==> config.mk <==
export PLATFORM = sky130hd
export DESIGN_NAME = tx_scheduler_flat
export DESIGN_NICKNAME = d
export VERILOG_FILES = /design/src/rtl/tx_scheduler_if.sv /design/src/rtl/tx_scheduler.sv /design/src/flat_wrapper.sv
export SDC_FILE = /design/constraint.sdc
export NUM_CORES = 1
export LEC_CHECK = 0
export CAP_MARGIN = 20
export CORE_ASPECT_RATIO = 1.2
export CORE_MARGIN = 10
export CORE_UTILIZATION = 50
export DETAILED_ROUTE_END_ITERATION = 8
export MAX_ROUTING_LAYER = met4
export PLACE_DENSITY = 0.73
export SLEW_MARGIN = 15
export SYNTH_ARGS = -nofsm -noshare
export SYNTH_HDL_FRONTEND = slang
export SYNTH_SLANG_ARGS = --single-unit
==> constraint.sdc <==
create_clock -name clk -period 2.3 [get_ports clk]
set_input_delay 0.345 -clock clk [delete_from_list [all_inputs] [get_ports clk]]
set_output_delay 0.345 -clock clk [all_outputs]
set_load 0.01 [all_outputs]
==> src/rtl/tx_scheduler_if.sv <==
// tx_scheduler_if: bundles the requester-side and transmit-buffer-side signals
// of tx_scheduler.
//   req/reqData0/reqData1 : two requesters, each byte held stable while its req is high
//   grant                 : one-hot acceptance pulse back to the requesters
//   bufData/bufLoad       : byte and load strobe to the transmit buffer
//   bufTransmit/bufAuto   : whole-batch transmit strobes to the transmit buffer
//   bufDone               : batch-complete indication from the transmit buffer
//   itemCount/busy/timeoutErr : status
// master = scheduler side, slave = environment side.
interface tx_scheduler_if #(
  parameter int DATA_BIT   = 8,
  parameter int ITEM_COUNT = 4
);
  logic [1:0]                        req;
  logic [DATA_BIT-1:0]               reqData0;
  logic [DATA_BIT-1:0]               reqData1;
  logic [1:0]                        grant;
  logic [DATA_BIT-1:0]               bufData;
  logic                              bufLoad;
  logic                              bufTransmit;
  logic                              bufAuto;
  logic                              bufDone;
  logic [$clog2(ITEM_COUNT+1)-1:0]   itemCount;
  logic                              busy;
  logic                              timeoutErr;

  modport master (
    input  req, reqData0, reqData1, bufDone,
    output grant, bufData, bufLoad, bufTransmit, bufAuto, itemCount, busy, timeoutErr
  );

  modport slave (
    output req, reqData0, reqData1, bufDone,
    input  grant, bufData, bufLoad, bufTransmit, bufAuto, itemCount, busy, timeoutErr
  );
endinterface

==> src/rtl/tx_scheduler.sv <==
// tx_scheduler: round-robin collects bytes from two requesters into a batch of
// ITEM_COUNT bytes for a downstream transmit buffer, then triggers an
// auto-transfer of the whole batch and waits (bounded by TIMEOUT) for bufDone.
// Ports:
//   clk    : system clock, rising edge
//   resetN : asynchronous active-low reset
//   bus    : tx_scheduler_if.master (requests, grants, buffer strobes, status)
module tx_scheduler #(
  parameter int DATA_BIT   = 8,
  parameter int ITEM_COUNT = 4,
  parameter int LOAD_HOLD  = 4,
  parameter int GAP        = 2,
  parameter int TIMEOUT    = 2_000_000
) (
  input  logic             clk,
  input  logic             resetN,
  tx_scheduler_if.master   bus
);

  localparam int IC_W  = $clog2(ITEM_COUNT + 1);
  // One shared cycle counter serves LOAD, both gaps and the XMIT timeout.
  localparam int CMAX  = (TIMEOUT > 256) ? TIMEOUT : 256;
  localparam int CNT_W = $clog2(CMAX + 1);

  typedef enum logic [2:0] {
    IDLE,
    ARB,
    LOAD,
    LOADGAP,
    XMIT,
    RELEASE
  } state_t;

  state_t              state_q;
  logic [CNT_W-1:0]    cnt_q;
  logic [1:0]          grant_q;
  logic [DATA_BIT-1:0] data_q;
  logic                load_q;
  logic                xmit_q;
  logic                err_q;
  logic                prio_q;   // 1: requester 1 wins a tie
  logic [IC_W-1:0]     count_q;

  logic [1:0]          grant_d;
  logic [DATA_BIT-1:0] data_d;

  // Arbitration is resolved while leaving IDLE so that grant and bufData are
  // registered and valid for the whole ARB cycle.
  always_comb begin
    grant_d = '0;
    case (bus.req)
      2'b01:   grant_d = 2'b01;
      2'b10:   grant_d = 2'b10;
      2'b11:   grant_d = prio_q ? 2'b10 : 2'b01;
      default: grant_d = '0;
    endcase
    data_d = grant_d[1] ? bus.reqData1 : bus.reqData0;
  end

  always_ff @(posedge clk or negedge resetN) begin
    if (!resetN) begin
      state_q <= IDLE;
      cnt_q   <= '0;
      grant_q <= '0;
      data_q  <= '0;
      load_q  <= 1'b0;
      xmit_q  <= 1'b0;
      err_q   <= 1'b0;
      prio_q  <= 1'b0;
      count_q <= '0;
    end else begin
      grant_q <= '0;
      case (state_q)
        IDLE: begin
          if (count_q == IC_W'(ITEM_COUNT)) begin
            state_q <= XMIT;
            xmit_q  <= 1'b1;
            cnt_q   <= '0;
          end else if (bus.req != 2'b00) begin
            state_q <= ARB;
            grant_q <= grant_d;
            data_q  <= data_d;
            // Granting requester 0 hands the tie to requester 1 and vice versa.
            prio_q  <= grant_d[0];
          end
        end
        ARB: begin
          state_q <= LOAD;
          load_q  <= 1'b1;
          cnt_q   <= '0;
        end
        LOAD: begin
          if (cnt_q == CNT_W'(LOAD_HOLD - 1)) begin
            state_q <= LOADGAP;
            load_q  <= 1'b0;
            cnt_q   <= '0;
            count_q <= count_q + IC_W'(1);
          end else begin
            cnt_q <= cnt_q + CNT_W'(1);
          end
        end
        LOADGAP: begin
          if (cnt_q == CNT_W'(GAP - 1)) begin
            state_q <= IDLE;
            cnt_q   <= '0;
          end else begin
            cnt_q <= cnt_q + CNT_W'(1);
          end
        end
        XMIT: begin
          // bufDone has priority: a done arriving on the last allowed cycle
          // is a success, not a timeout.
          if (bus.bufDone || (cnt_q == CNT_W'(TIMEOUT - 1))) begin
            state_q <= RELEASE;
            xmit_q  <= 1'b0;
            count_q <= '0;
            cnt_q   <= '0;
            if (!bus.bufDone) begin
              err_q <= 1'b1;
            end
          end else begin
            cnt_q <= cnt_q + CNT_W'(1);
          end
        end
        RELEASE: begin
          if (cnt_q == CNT_W'(GAP - 1)) begin
            state_q <= IDLE;
            cnt_q   <= '0;
          end else begin
            cnt_q <= cnt_q + CNT_W'(1);
          end
        end
        default: begin
          state_q <= IDLE;
        end
      endcase
    end
  end

  assign bus.grant       = grant_q;
  assign bus.bufData     = data_q;
  assign bus.bufLoad     = load_q;
  assign bus.bufTransmit = xmit_q;
  assign bus.bufAuto     = xmit_q;
  assign bus.itemCount   = count_q;
  assign bus.busy        = (state_q != IDLE);
  assign bus.timeoutErr  = err_q;

endmodule
==> src/flat_wrapper.sv <==
// flat-port wrapper written by rule: the top's interface ports become plain ports
module tx_scheduler_flat 
#(
  parameter int DATA_BIT   = 8,
  parameter int ITEM_COUNT = 4,
  parameter int LOAD_HOLD  = 4,
  parameter int GAP        = 2,
  parameter int TIMEOUT    = 2_000_000
)
  (clk, resetN, bus_req, bus_reqData0, bus_reqData1, bus_bufDone, bus_grant, bus_bufData, bus_bufLoad, bus_bufTransmit, bus_bufAuto, bus_itemCount, bus_busy, bus_timeoutErr);
  tx_scheduler_if #(.DATA_BIT(DATA_BIT), .ITEM_COUNT(ITEM_COUNT)) bus_i ();
  input  logic clk;
  input  logic resetN;
  input wire logic [$bits(bus_i.req)-1:0] bus_req;
  input wire logic [$bits(bus_i.reqData0)-1:0] bus_reqData0;
  input wire logic [$bits(bus_i.reqData1)-1:0] bus_reqData1;
  input wire logic [$bits(bus_i.bufDone)-1:0] bus_bufDone;
  output wire logic [$bits(bus_i.grant)-1:0] bus_grant;
  output wire logic [$bits(bus_i.bufData)-1:0] bus_bufData;
  output wire logic [$bits(bus_i.bufLoad)-1:0] bus_bufLoad;
  output wire logic [$bits(bus_i.bufTransmit)-1:0] bus_bufTransmit;
  output wire logic [$bits(bus_i.bufAuto)-1:0] bus_bufAuto;
  output wire logic [$bits(bus_i.itemCount)-1:0] bus_itemCount;
  output wire logic [$bits(bus_i.busy)-1:0] bus_busy;
  output wire logic [$bits(bus_i.timeoutErr)-1:0] bus_timeoutErr;
  assign bus_i.req = bus_req;
  assign bus_i.reqData0 = bus_reqData0;
  assign bus_i.reqData1 = bus_reqData1;
  assign bus_i.bufDone = bus_bufDone;
  assign bus_grant = bus_i.grant;
  assign bus_bufData = bus_i.bufData;
  assign bus_bufLoad = bus_i.bufLoad;
  assign bus_bufTransmit = bus_i.bufTransmit;
  assign bus_bufAuto = bus_i.bufAuto;
  assign bus_itemCount = bus_i.itemCount;
  assign bus_busy = bus_i.busy;
  assign bus_timeoutErr = bus_i.timeoutErr;
  tx_scheduler #(.DATA_BIT(DATA_BIT), .ITEM_COUNT(ITEM_COUNT), .LOAD_HOLD(LOAD_HOLD), .GAP(GAP), .TIMEOUT(TIMEOUT)) u_core (.clk(clk), .resetN(resetN), .bus(bus_i));
endmodule
-- After elaboration in Yosys (flattened, before gate mapping)
Cells that the tools add are included.
- $add $sub $neg: 2
- $mul: 0
- div/mod/pow operators: 0
- magnitude comparators: 0
- equal/unequal tests: 17
- shifts and indexed selects: 0
- multiplexer cells: 25
- bitwise gates (word level): 2
- reduce and logical (&&, ||, !) cells: 16
- operators by type and width (kind ; number):
    $pmux 21 s5 ; 1
    $mux 21 ; 4
    $add 21x1->21 const B ; 1
    $eq 21x1->1 const B ; 1
    $eq 21x2->1 const B ; 1
    $eq 21x21->1 const B ; 1
    $mux 3 ; 7
    $pmux 3 s5 ; 1
    $reduce_and 3->1 ; 4
    $eq 3x3->1 const B ; 3
    $mux 2 ; 4
    $mux 8 ; 1
    $ne 2x1->1 const B ; 4
    $reduce_bool 2->1 ; 4
    $eq 3x2->1 const B ; 2
    $pmux 2 s3 ; 1
    $pmux 3 s2 ; 1
    $reduce_bool 5->1 ; 1
    $eq 2x2->1 const B ; 2
    $pmux 1 s2 ; 2
    $reduce_and 2->1 ; 2
    $reduce_and 4->1 ; 1
    $add 3x1->3 const B ; 1
    $eq 3x1->1 const B ; 1
    other kinds (8) ; 11
- register bits: 41
- bits in latches: 0
- memory bits (writable): 0
- bits in read-only memories: 0
- bits of input ports: 21
- output and inout bits: 18
- word-level logic and storage cells: 71
- memories kept: 0

-- Longest topological paths before layout
Gate-level depths: netlist of run 1.
- depth after elaboration: 5
- gate-level depth with buffers: 9
- mapped depth without buffers: 7

-- Least setup slack after synthesis of run 1
OpenSTA, ideal clock, no wires.
- path kind: register -> register
- from: register u_core.cnt_q[10]
- to: register u_core.cnt_q[20]
- setup time: 0.126 ns
- arrival time: 1.980 ns
- required time: 2.174 ns
- slack: 0.194 ns
- cell stages (with the launch flop): 7
- path buffers: 0
- period minus slack after synthesis: 2.106 ns
- path through: dfrtp_1 nand3_2 or3_4 or3_4 or3_1 and3_1 a221o_1
- cells in the longest elaborated chain, start to end: 4
- elaborated cells between the ends (all ways): 9
- classes of those cells: add/sub (1); eq/ne (3); mux (4); reduce/logical (1)
- RTL lines (item ; RTL line ; source):
    start: declaration ; tx_scheduler.sv:35 ; logic [CNT_W-1:0] cnt_q;
    start signal: assignment ; tx_scheduler.sv:99 ; cnt_q <= cnt_q + CNT_W'(1);
    start signal: assignment ; tx_scheduler.sv:107 ; cnt_q <= cnt_q + CNT_W'(1);
    start signal: assignment ; tx_scheduler.sv:122 ; cnt_q <= cnt_q + CNT_W'(1);
    branches (longest 3 deep; another with $add 21x1->21) ; - ;
    $pmux 21 s5 * ; tx_scheduler.sv:73 ; case (state_q)
Mark *: on every way between the ends.
A chain may end at the register's enable or synchronous reset.

-- Final worst setup path of run 1
Same ends and word-level chain as after synthesis.

==> reports/qor.yml, run 1 <==
fin_tns_setup_ps: 0
clock-root-buffer: "clkbuf_8"
core_region_area_sq_mm: 0.00429
cts_hold_buf: 0
synth_enable_flop_cells: 0
status: "finished clean"
cp.arrival_ps: 2370
ys_ff_latch: 41
finalNetCount: 319
ys_types: 43
period_needed_ps: 2190
path_class: "flip-flop to flip-flop"
leakage_nw: 1.29
vdd_drop_max_mv: 0.601
p_per_area_mw_per_mm2: 999
finalCritPeriodShare: 0.950
cts_setup_buffers: 0
htree_levels: 2
slew_headroom: 0.661
syn-mean-instance-area_sq_um: 9.27
cts-buffers-inserted: 5
ys_top_cells_by_count: "dfrtp_1 (41), nor2_1 (25), nand2_1 (19)"
clk_pin_slew_worst_paths_ps: 70
gp_congestion: 0.857
finClkSkew_ps: 4.03
grt_max_degree: 42
post_drt_wl_per_cell_microns: 15.5
ios: 39
cp-start-kind: "flip-flop"
cts_buffer_depth: 2
antenna_found_initial: 0
total_power_mw: 2.93
ys_async_sr_fraction: 1.00
synthTopCellsByArea: "dfrtp_1 (46%), nor2_1 (4.2%), nand3_1 (4.0%), mux2i_1 (3.6%), a22o_1 (3.5%)"
dpl-instance-area_sq_mm: 0.00277
die-area_sq_mm: 0.00758
die_w_microns: 81.1
fillCellCount: 372
dp_hpwl_microns: 4060
drc: 0
antenna_cells: 0
clock_latency_ps: 300
viasPerCell: 5.75
portBuffers: 38
grt_pass1_wl_microns: 9400
worst-endpoint-required_ps: 2480
row_count: 26
routed_wl_microns: 5460
drt_pre_antenna_iters: 5
max_freq_mhz: 458
r2r_slack_ps: 110
drt_iter0_drc: 114
antenna_left: 0
die_y_microns: 93.4
worstSetupEndpointType: "flip-flop"
dpl_worst_slack_ps: 61.8
setup_viol: 0
syn-num-nets: 267
fin_area_sq_mm: 0.00293
synth_area_sq_mm: 0.00224
worst_pin_slew_ps: 508
finalHoldViolations: 0
grt_use_total: 0.160
rsz0062_at_grt: "false"
area_growth_syn_to_layout_pct: 30.7
yosys_warnings: 0
grt_pass1_vias: 2013
synth_top_cell_by_area: "dfrtp_1"
yosys_most_used_dff: "dfrtp_1"
syn_inst: 242
overflow: 0
yosysSeqAreaShare: 0.457
dr_total_vias: 2020
yosysMostFrequentCell: "dfrtp_1"
synthDominantCellAreaShare: 0.457
maxCapViolations: 0
cts_sinks: 41
drive_gt1_frac: 0.173
cp_max_fo: 6
fin_ws_ps: 114
maxSlewViolCount: 0
cts_tree: "built"
initial_core_util: 0.522
cts_resized: 0
hp-class: "input port to async pin"
-- stage by stage --
stage | instances | utilization | hold WS [ps]
3_3_place_gp | 343 | 0.646 | 439
2_1_floorplan | 242 | - | 49.4
5_1_grt | 351 | 0.683 | 153
3_5_place_dp | 343 | 0.646 | 443
4_1_cts | 351 | 0.669 | 122
6_report | 351 | 0.683 | 100
-- area by class of cell --
class                           instances  area, sq um  share of cell area
Multi-Input combinational cell        182         1190               0.405
Sequential cell                        41         1030               0.352
Timing Repair Buffer                   56          510               0.174
Clock buffer                            7         96.3              0.0328
Tap cell                               56         70.1              0.0239
Inverter                                8         30.0              0.0102
Clock inverter                          1         5.00             0.00171
-- state kept, by name, summed over array words and instances, names as in the netlist --
signal	count
u_core.cnt_q	21
u_core.bus.bufData	8
u_core.bus.itemCount	3
u_core.state_q	3
u_core.bus.grant	2
u_core.bus.bufAuto	1
u_core.bus.bufLoad	1
u_core.bus.timeoutErr	1
u_core.prio_q	1
-- layer usage --
metal	vias up	routed length, microns	global-route usage
met1	959	2440	0.196
met3	10	301	0.0431
met2	60	2610	0.242
met5	-	0	-
li1	991	-	-
met4	0	107	0.0650
-- cell families (layout without fill, tap and decap cells) --
| kind of cell | Yosys count | in the layout | synth area share |
|---|---|---|---|
| mux | 8 | 8 | 0.0357 |
| buf+inv | 19 | 72 | 0.0363 |
| flops | 41 | 41 | 0.457 |
| simple gates | 104 | 104 | 0.238 |
| fa+ha+maj | 4 | 4 | 0.0223 |
| compound gates | 66 | 66 | 0.211 |
-- path summary, 6_finish.rpt --
kind / cells past startpoint / to / start
worst max-delay path: 6 / u_core.cnt_q[20] / u_core.cnt_q[10]
worst min-delay path: 2 / u_core.cnt_q[5] / resetN
worst max register to register: 6 / u_core.cnt_q[20] / u_core.cnt_q[10]
worst min register to register: 1 / u_core.bus.timeoutErr / u_core.bus.timeoutErr
max in group asynchronous: 2 / u_core.cnt_q[1] / resetN
min in group clk: 1 / u_core.bus.timeoutErr / u_core.bus.timeoutErr
-- critical path: stages, from the launching register on --
cell	delay, ps
dfrtp_2	430
nand3_2	100
or3_4	400
or3_4	390
or3_1	330
and3_1	180
a221o_1	250
-- where the power goes --
part | internal, mW | switching, mW | total [mW]
Combinational | 0.670 | 0.687 | 1.36
Sequential | 0.889 | 0.161 | 1.05
Clock | 0.271 | 0.252 | 0.523
-- cells in the final DEF (no fill, tap or decap), drive strengths merged, types with 8 or more instances in the layout --
master / n
dfrtp: 41
clkdlybuf4s50: 37
nor2: 25
nand2: 19
nand3: 19
buf: 19
a21oi: 14
o21ai: 12
a22o: 10
a21o: 9
inv: 8
mux2i: 8
Note: power is estimated with default switching activity, not from simulation.
==> run 2, diff against run 1 <==
--- a/config.mk
+++ b/config.mk
@@ -11,8 +11,7 @@
 export CORE_UTILIZATION = 50
 export DETAILED_ROUTE_END_ITERATION = 8
 export MAX_ROUTING_LAYER = met4
-export PLACE_DENSITY = 0.73
-export SLEW_MARGIN = 15
+export PLACE_DENSITY = 0.87
 export SYNTH_ARGS = -nofsm -noshare
 export SYNTH_HDL_FRONTEND = slang
 export SYNTH_SLANG_ARGS = --single-unit
==> run 2 against run 1 <==
Critical path depth rose by 1. Worst hold slack improved by 70 ps. Clock skew rose by 6.3 ps. Combinational power about the same. Critical path type unchanged.
==> reports/qor.yml, run 2 (same netlist as run 1, synthesis figures left out) <==
rsz0062_at_grt: "false"
cts_setup_buffers: 0  # unchanged
cp.arrival_ps: 2410  # +40 ps
area_growth_syn_to_layout_pct: 28.6
r2r_cells: 7  # +1
p_sw_mw: 1.14  # +3.3%
vdd_drop_max_mv: 0.711  # +18%
p_seq_frac: 0.354  # -0.004
htree_levels: 2  # unchanged
final_cell_mix: "clkdlybuf4s50_1 (37), dfrtp_1 (37), nor2_1 (24), nand2_1 (19), nand3_1 (18)"
slew_headroom: 0.389  # -0.272
clock-root-buffer: "clkbuf_8"
switching_share: 0.388  # +0.0129
core_region_area_sq_mm: 0.00429  # unchanged
total_power_mw: 2.93  # -0.14%
cts_hold_buf: 0  # unchanged
grt_use_total: 0.162  # +0.00220
drive_gt1_frac: 0.161  # -0.0119
drc: 0  # unchanged
comb_power_share: 0.469  # +0.006
drt_pre_antenna_iters: 4  # -1
finalCritPeriodShare: 0.967  # +0.0168
cts_tree: "built"
fin_util: 0.672  # -0.0111
worst-endpoint-required_ps: 2490  # about the same
regMostFlops: "u_core.cnt_q"
cp_max_fo: 14  # +8
clock_latency_ps: 310  # about the same
portBuffers: 38  # unchanged
p_per_area_mw_per_mm2: 1010  # +1.5%
max_freq_mhz: 450  # -1.7%
clk_pin_slew_worst_paths_ps: 90  # +20 ps
finalNetCount: 316  # -0.94%
power.share.clock: 0.177  # about the same
dr_total_vias: 2082  # +3.1%
hp-class: "input port to async pin"
die-area_sq_mm: 0.00758  # unchanged
maxSlewViolCount: 0  # unchanged
routed_wl_microns: 5860  # +7.4%
p_int_mw: 1.79  # -2.2%
post_drt_wl_per_cell_microns: 16.8  # +8.3%
antenna_cells: 0  # unchanged
fin_ws_ps: 75.7  # -38.6 ps
grt_pass1_wl_microns: 9480  # +0.88%
crit_family: "simple AND/OR/NAND/NOR gates"
gp_congestion: 0.914  # +6.6%
overflow: 0  # unchanged
worstSetupEndpointType: "flip-flop"
seq_area_sq_mm: 0.00103  # -0.12%
critPathBufInv: 1  # +1
cts-buffers-inserted: 5  # unchanged
drt_iter0_drc: 149  # +31%
largest_reg_flops: 21  # unchanged
reg2reg_from: "u_core.cnt_q[9]"
path_class: "flip-flop to flip-flop"
dpl_worst_slack_ps: 48.3  # -13.5 ps
grt_max_degree: 42  # unchanged
cts_resized: 0  # unchanged
cpPeakStageDelay_ps: 560  # +130 ps
fillCellCount: 338  # -9.1%
cts_sinks: 41  # unchanged
initial_core_util: 0.522  # unchanged
worst_r2r_endpoint: "u_core.cnt_q[15]"
multi_input_area_sq_mm: 0.00117  # -1.6%
ios: 39  # unchanged
maxCapViolations: 0  # unchanged
viasPerCell: 5.98  # +4.0%
antenna_left: 0  # unchanged
die_y_microns: 93.4  # unchanged
period_needed_ps: 2220  # +38.6 ps
dp.cells: 340  # -0.87%
finClkSkew_ps: 10.4  # +6.34 ps
cts_buffer_depth: 2  # unchanged
antenna_found_initial: 0  # unchanged
finalHoldViolations: 0  # unchanged
grt_pass1_vias: 1990  # -1.1%
dp_hpwl_microns: 4330  # +6.7%
cp-start-kind: "flip-flop"
cp_cell_sequence: "or4_4, nor2_2, and4_2, a21oi_2, buf_4, and3_1, a221o_1"
status: "finished clean"
die_w_microns: 81.1  # unchanged
r2r_slack_ps: 80  # -40 ps
fin_cells: 348  # -0.85%
leakage_nw: 1.26  # -1.9%
worst_pin_slew_ps: 916  # +408 ps
critPathSlowestCell: "or4_4"
row_count: 26  # unchanged
setup_viol: 0  # unchanged
fin_tns_setup_ps: 0  # unchanged
[run 2: layout make-up]
| class | count | area share |
|---|---|---|
| repair buffers | 53 | 0.169 |
| flip-flops and latches | 41 | 0.357 |
| well taps | 56 | 0.0243 |
| multi-input cells | 182 | 0.405 |
| clock inverters | 2 | 0.00477 |
| inverters | 8 | 0.0104 |
| clock buffers | 6 | 0.0286 |
[run 2: worst max path at each step]
| stage | start | to | slack, ps | cells after the start |
|---|---|---|---|---|
| 3_3_place_gp | u_core.cnt_q[9] | u_core.cnt_q[9] | 80 | 6 |
| 6_report | u_core.cnt_q[9] | u_core.cnt_q[15] | 80 | 7 |
| 4_1_cts | u_core.cnt_q[9] | u_core.cnt_q[15] | 20 | 7 |
| 5_1_grt | u_core.cnt_q[12] | u_core.cnt_q[15] | 1 | 7 |
| 3_5_place_dp | u_core.cnt_q[9] | u_core.cnt_q[15] | 50 | 7 |
| 2_1_floorplan | u_core.cnt_q[10] | u_core.cnt_q[20] | 190 | 6 |
[run 2: through the flow]
step / hold WS [ps] / cell area [sq um]
2_1_floorplan: 49.4 / 2240
3_3_place_gp: 472 / 2750
3_5_place_dp: 466 / 2750
4_1_cts: 204 / 2850
5_1_grt: 238 / 2890
6_report: 170 / 2890
[run 2: routing by layer]
layer  wire [microns]  global-route usage
met5                0                   -
met4              192              0.0867
met3              184              0.0287
met2             3120               0.267
met1             2360               0.181
[run 2: power by group through the flow]
stage	registers, mW	clock network, mW	logic [mW]
4_1_cts	1.03	0.519	1.36
5_1_grt	1.06	0.546	1.50
2_1_floorplan	1.07	0	0.749
3_3_place_gp	1.03	0	1.31
3_5_place_dp	1.04	0	1.35
6_report	1.04	0.519	1.37
[run 2: worst reg2reg max path, stage by stage, from the launching register on]
cell     delay, ps
dfrtp_2        460
or4_4          560
nor2_2         140
and4_2         280
a21oi_2         50
buf_4          180
and3_1         170
a221o_1        260
==> run 3, diff against run 2 <==
--- a/config.mk
+++ b/config.mk
@@ -8,10 +8,10 @@
 export CAP_MARGIN = 20
 export CORE_ASPECT_RATIO = 1.2
 export CORE_MARGIN = 10
-export CORE_UTILIZATION = 50
+export CORE_UTILIZATION = 47
 export DETAILED_ROUTE_END_ITERATION = 8
 export MAX_ROUTING_LAYER = met4
-export PLACE_DENSITY = 0.87
+export PLACE_DENSITY = 0.86
 export SYNTH_ARGS = -nofsm -noshare
 export SYNTH_HDL_FRONTEND = slang
 export SYNTH_SLANG_ARGS = --single-unit
==> constraint.sdc (replaced) <==
create_clock -name clk -period 1.9 [get_ports clk]
set_input_delay 0.285 -clock clk [delete_from_list [all_inputs] [get_ports clk]]
set_output_delay 0.285 -clock clk [all_outputs]
set_load 0.01 [all_outputs]
==> run 3 against run 2 <==
The flow now finishes with violations (negative setup slack). Final cell count is 22% higher. Total power is 76% higher. Maximum frequency shrank 6.8%. Worst hold slack lost 140 ps. Combinational power increased by 120%. Sequential power is 23% higher. Highest routed layer unchanged.
==> reports/qor.yml, run 3 (same netlist as run 1, synthesis figures left out) <==
status: "complete, but fails checks"
violations: "negative setup slack"
crit_family: "compound AO/OA/AOI/OAI gates"
antenna_cells: 0  # unchanged
cts_tree: "built"
setup_viol: 30  # +30
row_count: 27  # +3.8%
layout_commonest_cell: "buf_4"
portBuffers: 38  # unchanged
worst_pin_slew_ps: 588  # -327 ps
clk_pin_slew_worst_paths_ps: 90  # about the same
cts_sinks: 41  # unchanged
r2r_cells: 8  # +1
finalNetCount: 391  # +24%
p_per_area_mw_per_mm2: 1330  # +32%
critPathSlowestCell: "dfrtp_1"
hold_ws_ps: 31.2  # -139 ps
reg2reg_from: "u_core.cnt_q[2]"
maxCapViolations: 0  # unchanged
grt_pass1_vias: 2783  # +40%
maxSlewViolCount: 0  # unchanged
regMostFlops: "u_core.cnt_q"
dpl_worst_slack_ps: -384  # -432 ps
cp.arrival_ps: 2590  # +180 ps
r2r_slack_ps: -490  # -560 ps
period_needed_ps: 2390  # +162 ps
dr_total_vias: 2868  # +38%
dp.cells: 381  # +12%
final_cell_mix: "buf_4 (62), dfrtp_1 (39), clkdlybuf4s50_1 (36), nor2_1 (24), buf_6 (22)"
antenna_found_initial: 0  # unchanged
gp_congestion: 0.944  # +3.3%
finalHoldViolations: 0  # unchanged
drt_iter0_drc: 536  # +260%
critPathBufInv: 2  # +1
overflow: 0  # unchanged
ios: 39  # unchanged
viasPerCell: 6.75  # +13%
vdd_drop_max_mv: 0.968  # +36%
max_freq_mhz: 419  # -6.8%
rsz0062_at_grt: "true"
dp_hpwl_microns: 4870  # +12%
p_seq_frac: 0.248  # -0.106
routed_wl_microns: 10700  # +83%
die_w_microns: 83.1  # +2.4%
clock-root-buffer: "clkbuf_8"
fin_ws_ps: -486  # -562 ps
grt_use_total: 0.231  # +0.0687
grt_pass1_wl_microns: 14500  # +53%
area_growth_syn_to_layout_pct: 72.2
fin_cells: 425  # +22%
path_common_cell: "o21ai_2"
p_sw_mw: 2.09  # +84%
finalCritPeriodShare: 1.26  # +0.289
die_y_microns: 95.7  # +2.5%
initial_core_util: 0.488  # -0.0341
power.share.clock: 0.167  # -0.010
post_drt_wl_per_cell_microns: 25.2  # +50%
cp_max_fo: 6  # -8
finClkSkew_ps: 15.2  # +4.83 ps
die-area_sq_mm: 0.00795  # +4.9%
drive_gt1_frac: 0.401  # +0.240
leakage_nw: 1.77  # +41%
antenna_left: 0  # unchanged
slew_headroom: 0.608  # +0.218
drc: 0  # unchanged
htree_levels: 2  # unchanged
cts_hold_buf: 0  # unchanged
comb_power_share: 0.585  # +0.116
cpPeakStageDelay_ps: 450  # -110 ps
grt_max_degree: 42  # unchanged
cts-buffers-inserted: 5  # unchanged
worst-endpoint-required_ps: 2100  # -390 ps
cp_cell_sequence: "nor4_2, nand3_1, o21ai_2, buf_6, a21o_1, buf_4, o21ai_2, a22o_2"
cp-start-kind: "flip-flop"
path_class: "flip-flop to flip-flop"
worst_r2r_endpoint: "u_core.cnt_q[9]"
drt_pre_antenna_iters: 5  # +1
core_region_area_sq_mm: 0.00459  # +7.0%
clock_latency_ps: 310  # about the same
hp-class: "input port to async pin"
worstSetupEndpointType: "flip-flop"
p_int_mw: 3.06  # +71%
largest_reg_flops: 21  # unchanged
switching_share: 0.406  # +0.0178
cts_buffer_depth: 2  # unchanged
## run 3: metrics by stage
step	total power [mW]	TNS (ps)	instance area, sq um	util
floorplan	2.33	-1060	2280	-
global placement	3.10	-5080	3070	0.667
detailed placement	3.19	-6540	3070	0.667
CTS	4.39	-3490	3560	0.776
global route	5.34	-9980	3860	0.841
finish	5.16	-9170	3860	0.841
## run 3: power by group through the flow
stage / Sequential [mW] / Combinational, mW / Clock (mW)
after floorplan: 1.30 / 1.03 / 0
after global placement: 1.22 / 1.88 / 0
after detailed placement: 1.24 / 1.95 / 0
after CTS: 1.24 / 2.31 / 0.848
after global routing: 1.29 / 3.15 / 0.904
final: 1.28 / 3.02 / 0.860
## run 3: how the worst max path moves through the flow
| stage | start | to | slack, ps | cells past startpoint |
|---|---|---|---|---|
| 6_report | u_core.cnt_q[2] | u_core.cnt_q[9] | -490 | 8 |
| 5_1_grt | u_core.cnt_q[3] | u_core.cnt_q[9] | -480 | 8 |
| 4_1_cts | u_core.cnt_q[1] | u_core.cnt_q[20] | -260 | 7 |
| 3_5_place_dp | bus_bufDone | u_core.cnt_q[20] | -380 | 6 |
| 3_3_place_gp | bus_bufDone | u_core.cnt_q[15] | -310 | 6 |
| 2_1_floorplan | u_core.cnt_q[10] | u_core.cnt_q[20] | -210 | 6 |
## run 3: repair_timing
item / CTS / global route
pin swaps: 19 / 19
cloned: 2 / 1
setup buffers: 23 / 16
endpoints found under the setup margin: 24 / 30
resized for setup: 44 / 40
## run 3: layout make-up
type	instances	area (sq um)
clock inverter	3	65.1
timing repair buffer	125	1150
multi-input combinational	185	1450
fill	217	731
sequential	41	1030
tap	58	72.6
inverter	8	30.0
clock buffer	5	68.8
## run 3: per-layer routing
| layer | vias up | global-route usage | part of all wire |
|---|---|---|---|
| li1 | 1148 | - | - |
| met1 | 1377 | 0.229 | 0.36 |
| met2 | 253 | 0.399 | 0.48 |
| met3 | 90 | 0.0555 | 0.090 |
| met4 | 0 | 0.155 | 0.069 |
| met5 | - | - | 0 |
